**src/rtl/if_fetch_unit.sv**
```systemverilog
// IF-stage producer: owns the PC, fetches over a req/ack instruction-memory port and
// feeds pc+4 / instruction into IF/ID, honouring hazard stalls and jump/branch redirects.
module if_fetch_unit #(
  parameter logic [31:0] RESET_PC = 32'h0000_0000
) (
  input  logic        clk,
  input  logic        reset,
  input  logic        stall,
  input  logic        redirect,
  input  logic [31:0] redirect_pc,
  output logic        imem_req,
  output logic [31:0] imem_addr,
  input  logic        imem_ack,
  input  logic [31:0] imem_rdata,
  output logic [31:0] if_pc_plus4,
  output logic [31:0] if_instruction,
  output logic        if_valid,
  output logic [1:0]  dbg_state
);

  // Handshake: imem_req stays high with imem_addr stable until the cycle imem_ack is
  // high; that cycle completes the transfer, and at most one request is ever in flight.
  typedef enum logic [1:0] {
    S_REQ   = 2'd0,
    S_HOLD  = 2'd1,
    S_DRAIN = 2'd2
  } state_t;

  state_t      state;
  logic [31:0] pc;
  logic [31:0] tgt_pc;
  logic [31:0] inst_buf;
  logic [31:0] pc_plus4;
  logic [31:0] redirect_aligned;
  logic        req_state;
  logic        valid_int;

  assign pc_plus4         = pc + 32'd4;
  assign redirect_aligned = {redirect_pc[31:2], 2'b00};
  assign req_state        = (state == S_REQ) || (state == S_DRAIN);
  assign valid_int        = ((state == S_REQ) && imem_ack) || (state == S_HOLD);

  // Outputs are gated by reset so the memory sees the request drop immediately.
  always_comb begin
    imem_req       = 1'b0;
    imem_addr      = 32'h0;
    if_valid       = 1'b0;
    if_instruction = 32'h0;
    if_pc_plus4    = 32'h0;
    if (!reset) begin
      imem_req  = req_state;
      imem_addr = req_state ? pc : 32'h0;
      if_valid  = valid_int;
      if (valid_int) begin
        if_instruction = (state == S_HOLD) ? inst_buf : imem_rdata;
        if_pc_plus4    = pc_plus4;
      end
    end
  end

  assign dbg_state = state;

  always_ff @(posedge clk or posedge reset) begin
    if (reset) begin
      state    <= S_REQ;
      pc       <= RESET_PC;
      tgt_pc   <= RESET_PC;
      inst_buf <= 32'h0;
    end else begin
      case (state)
        S_REQ: begin
          if (imem_ack) begin
            if (redirect) begin
              pc <= redirect_aligned;
            end else if (!stall) begin
              pc <= pc_plus4;
            end else begin
              inst_buf <= imem_rdata;
              state    <= S_HOLD;
            end
          end else if (redirect) begin
            // The request cannot be withdrawn; park the target until the ack drains it.
            tgt_pc <= redirect_aligned;
            state  <= S_DRAIN;
          end
        end
        S_HOLD: begin
          if (redirect) begin
            pc    <= redirect_aligned;
            state <= S_REQ;
          end else if (!stall) begin
            pc    <= pc_plus4;
            state <= S_REQ;
          end
        end
        S_DRAIN: begin
          if (redirect) tgt_pc <= redirect_aligned;
          if (imem_ack) begin
            pc    <= redirect ? redirect_aligned : tgt_pc;
            state <= S_REQ;
          end
        end
        default: state <= S_REQ;
      endcase
    end
  end

endmodule

```
**config.mk**
```make
export PLATFORM = sky130hd
export DESIGN_NAME = if_fetch_unit
export DESIGN_NICKNAME = d
export VERILOG_FILES = /design/src/rtl/if_fetch_unit.sv
export SDC_FILE = /design/constraint.sdc
export NUM_CORES = 1
export LEC_CHECK = 0
export CAP_MARGIN = 5
export CORE_MARGIN = 4
export CORE_UTILIZATION = 43
export DETAILED_ROUTE_END_ITERATION = 10
export PLACE_DENSITY = 0.69
export SLEW_MARGIN = 0
export SYNTH_ARGS = -nofsm -noshare
export SYNTH_HDL_FRONTEND = slang
export SYNTH_SLANG_ARGS = --single-unit
```
**constraint.sdc**
```tcl
create_clock -name clk -period 4.41 [get_ports clk]
set_input_delay 0.6615 -clock clk [delete_from_list [all_inputs] [get_ports clk]]
set_output_delay 0.6615 -clock clk [all_outputs]
set_load 0.02 [all_outputs]
```
==> flow_summary.ini, run 1 <==
[clock_network]
clock-root-buffer = clkbuf_16
cts_inserted_buffers = 9
clock_tree.buffer_depth = 2
tritoncts_clock_tree = yes
numClockSinks = 98
cts_repair_resize_count = 0
cts_hold_repair.buffers = 0
clk_pin_slew_ps = 80
h_tree_depth = 3
clock_insertion_delay_worst_skew_ps = 350
cts.repair_timing.setup_buffer_count = 0

[critical_path]
rrSetupSlack_ps = 1960
worst_ep_required_time_ps = 3750
worst-r2r-cell-count = 4
timing.rr.end = pc[23]$_DFFE_PP0P_
critical_path.endpoint_type = output pin
crit_path_class = reg2out
worst_setup_path_start_kind = register
rr_startpoint = dbg_state[1]$_DFFE_PP0P_
arrival_time_reported_for_the_critical_path_endpoint_ps = 3280
timing.critical_path.fanout_max = 9

[hold_path]
min-delay-path-class = reg2reg
whs_endpoint = tgt_pc[16]$_DFFE_PP0P_
hold-path-cell-count = 1
timing.hold.worst.start = tgt_pc[16]$_DFFE_PP0P_

[sta]
setup_violations = 0
timing.max_slew.rel_slack = 0.263
worst-slew-pin-transition_ps = 1100
final.setup.tns_ps = 0
report.final.slew_viol_count = 0
achievable-frequency_mhz = 254
rsz0062_at_grt = no
fin_skew_ps = 10.4
final_number_of_hold_violating_endpoints = 0
final_period_minus_worst_setup_slack_ps = 3940
post-route-period-util = 0.894

[global_routing]
global_route.usage.total = 0.233
grt_antenna_before_repair = 0
grt_pass1_vias = 6043
grt_remaining_overflow = 0
grt_start_max_net_pins = 45
grt_pass1_wl_microns = 30900

[synthesis]
postSynthCellCount = 707
postSynthAreaPerCell_sq_um = 8.82
synth_top_cell_area_share = 0.393
mappedNetlistArea_sq_um = 6230
yosys_register_bits = 98
synthesis.nets = 777
ys_dominant_reg_cell = dfrtp_1
yosysWarningCount = 0
synth_top_cells_by_area = dfrtp_1 (39%), mux2_2 (11%), nand2_1 (5.7%)
synth_async_sr_flop_share = 1.00
yosys.cell_types.count = 57
synth_top_area_cell = dfrtp_1
synth_seq_area_share = 0.393
edff_count_synth = 0

[run_status]
status = completed

[cells_and_area]
layout.cells.most_common = clkdlybuf4s50_1
finalNonFillerCells = 1024
nNetsFinal = 909
most-common-layout-cells = clkdlybuf4s50_1 (166), dfrtp_1 (98), nand2_1 (94), mux2_2 (61), a21oi_1 (55)
layout-drive-gt1-share = 0.145
num_antenna_cells = 0
areaGrowthSynthToFinish_pct = 33.7

[routing]
postRouteAntennaNets = 0
detail_route.iter0.violations = 424
via_per_inst = 5.91
detailroute.via_count = 6049
detail_route.first_pass.iterations = 5
totalWireLength_microns = 19500
average_routed_wire_per_standard_cell_microns = 19.0
post-route-drc-count = 0

[floorplan]
floorplan.core_area_sq_um = 14000
fp.dieH_microns = 128
floorplan_row_count = 43
die_w_microns = 128
design.portCount = 169
die-area_sq_um = 16500
initial_core_util = 0.444

[placed_design]
port_buffers = 166
place_congestion = 0.880
place.detailed.hpwl_microns = 13400
placed_cells_incl_taps = 1007

[job]
maxCapViolCount = 0

[power]
power-per-cell-area_nw_per_um2 = 367
power.static_leakage_uw = 0.00319
max-vdd-ir-drop_mv = 0.190
==> synthesized netlist by cell type, types with 4 or more instances <==
cell / number
o31ai_1: 4
nand4_1: 16
o2bb2ai_1: 5
a31o_2: 15
a21oi_1: 55
nor3_1: 25
o22ai_1: 5
or4_1: 9
and4_1: 5
inv_1: 17
o21ai_0: 29
and3_1: 9
nor2_1: 25
mux2_2: 61
nand3_1: 19
mux2i_1: 7
nand2_1: 94
nor2b_1: 4
or3_1: 20
o311ai_0: 4
o211ai_1: 12
buf_2: 17
xnor2_1: 14
clkbuf_1: 41
dfrtp_1: 98
and2_1: 44
==> state kept, by name, summed over array words and instances (netlist names) <==
name / count
inst_buf: 32
dbg_state: 2
tgt_pc: 32
pc: 32
==> power breakdown <==
group | switching [uW] | leakage [uW] | total, uW | internal (uW)
Combinational | 474 | 0.00188 | 944 | 470
Clock | 377 | 0.000141 | 826 | 449
Sequential | 199 | 0.00117 | 1290 | 1090
Total | 1050 | 0.00319 | 3060 | 2010
==> cells by family after synthesis <==
kind of cell / Yosys count / share of synthesized area
buffers and inverters: 81 / 0.0532
adder cells (fa/ha/maj): 1 / 0.00201
AND/OR/NAND/NOR: 282 / 0.235
multiplexers: 68 / 0.121
AO/OA/AOI/OAI: 162 / 0.174
XOR/XNOR: 15 / 0.0211
flip-flops: 98 / 0.393
==> cell type report <==
class / instances / area, sq um
clock buffers: 9 / 225
clock inverters: 7 / 86.3
fillers: 1216 / 5710
inverters: 17 / 66.3
multi-input cells: 528 / 3470
flip-flops and latches: 98 / 2450
well taps: 180 / 225
repair buffers: 185 / 1810
==> per-layer routing <==
metal,wire length (microns),track usage,up-vias
met4,476,0.0874,0
met5,0,0,-
met1,8270,0.304,2909
met3,1580,0.0506,38
li1,-,-,2822
met2,9140,0.380,280
==> metrics by stage <==
| step | instance area (sq um) | power, uW | hold WS [ps] | utilization | setup WS [ps] |
|---|---|---|---|---|---|
| CTS | 8320 | 3070 | 506 | 0.593 | 459 |
| floorplan | 6230 | 1860 | 465 | - | 986 |
| finish | 8340 | 3060 | 502 | 0.594 | 465 |
| global placement | 8010 | 2200 | 484 | 0.570 | 616 |
| global route | 8340 | 3220 | 517 | 0.594 | 325 |
| detailed placement | 8010 | 2240 | 489 | 0.570 | 614 |
==> critical path, cell delays in order (launching register included) <==
cell and delay, ps:
dfrtp_1 520, ha_1 330, nand3_2 280, or4_1 660, or3_1 330, a21oi_1 150, clkdlybuf4s50_1 640
==> worst max-delay path by stage <==
stage                            startpoint                        to  slack, ps  depth (start not counted)
final                     pc[2]$_DFFE_PP0P_           if_pc_plus4[28]        470                          6
after global routing      pc[2]$_DFFE_PP0P_           if_pc_plus4[28]        320                          6
after CTS                 pc[2]$_DFFE_PP0P_           if_pc_plus4[30]        460                          6
after detailed placement           imem_ack         if_instruction[0]        610                          6
after global placement             imem_ack           if_pc_plus4[21]        620                          6
after floorplan                       reset  dbg_state[0]$_DFFE_PP0P_        990                          2
Power figures use the tool's default switching activity.
==> run 2, diff against run 1 <==
--- a/config.mk
+++ b/config.mk
@@ -10,7 +10,9 @@
 export CORE_UTILIZATION = 43
 export DETAILED_ROUTE_END_ITERATION = 10
 export PLACE_DENSITY = 0.69
+export SETUP_SLACK_MARGIN = 0.05
 export SLEW_MARGIN = 0
 export SYNTH_ARGS = -nofsm -noshare
 export SYNTH_HDL_FRONTEND = slang
 export SYNTH_SLANG_ARGS = --single-unit
+export TNS_END_PERCENT = 30
==> results of run 2 <==
No change in the layout: final DEF, timing and power equal those of run 1.
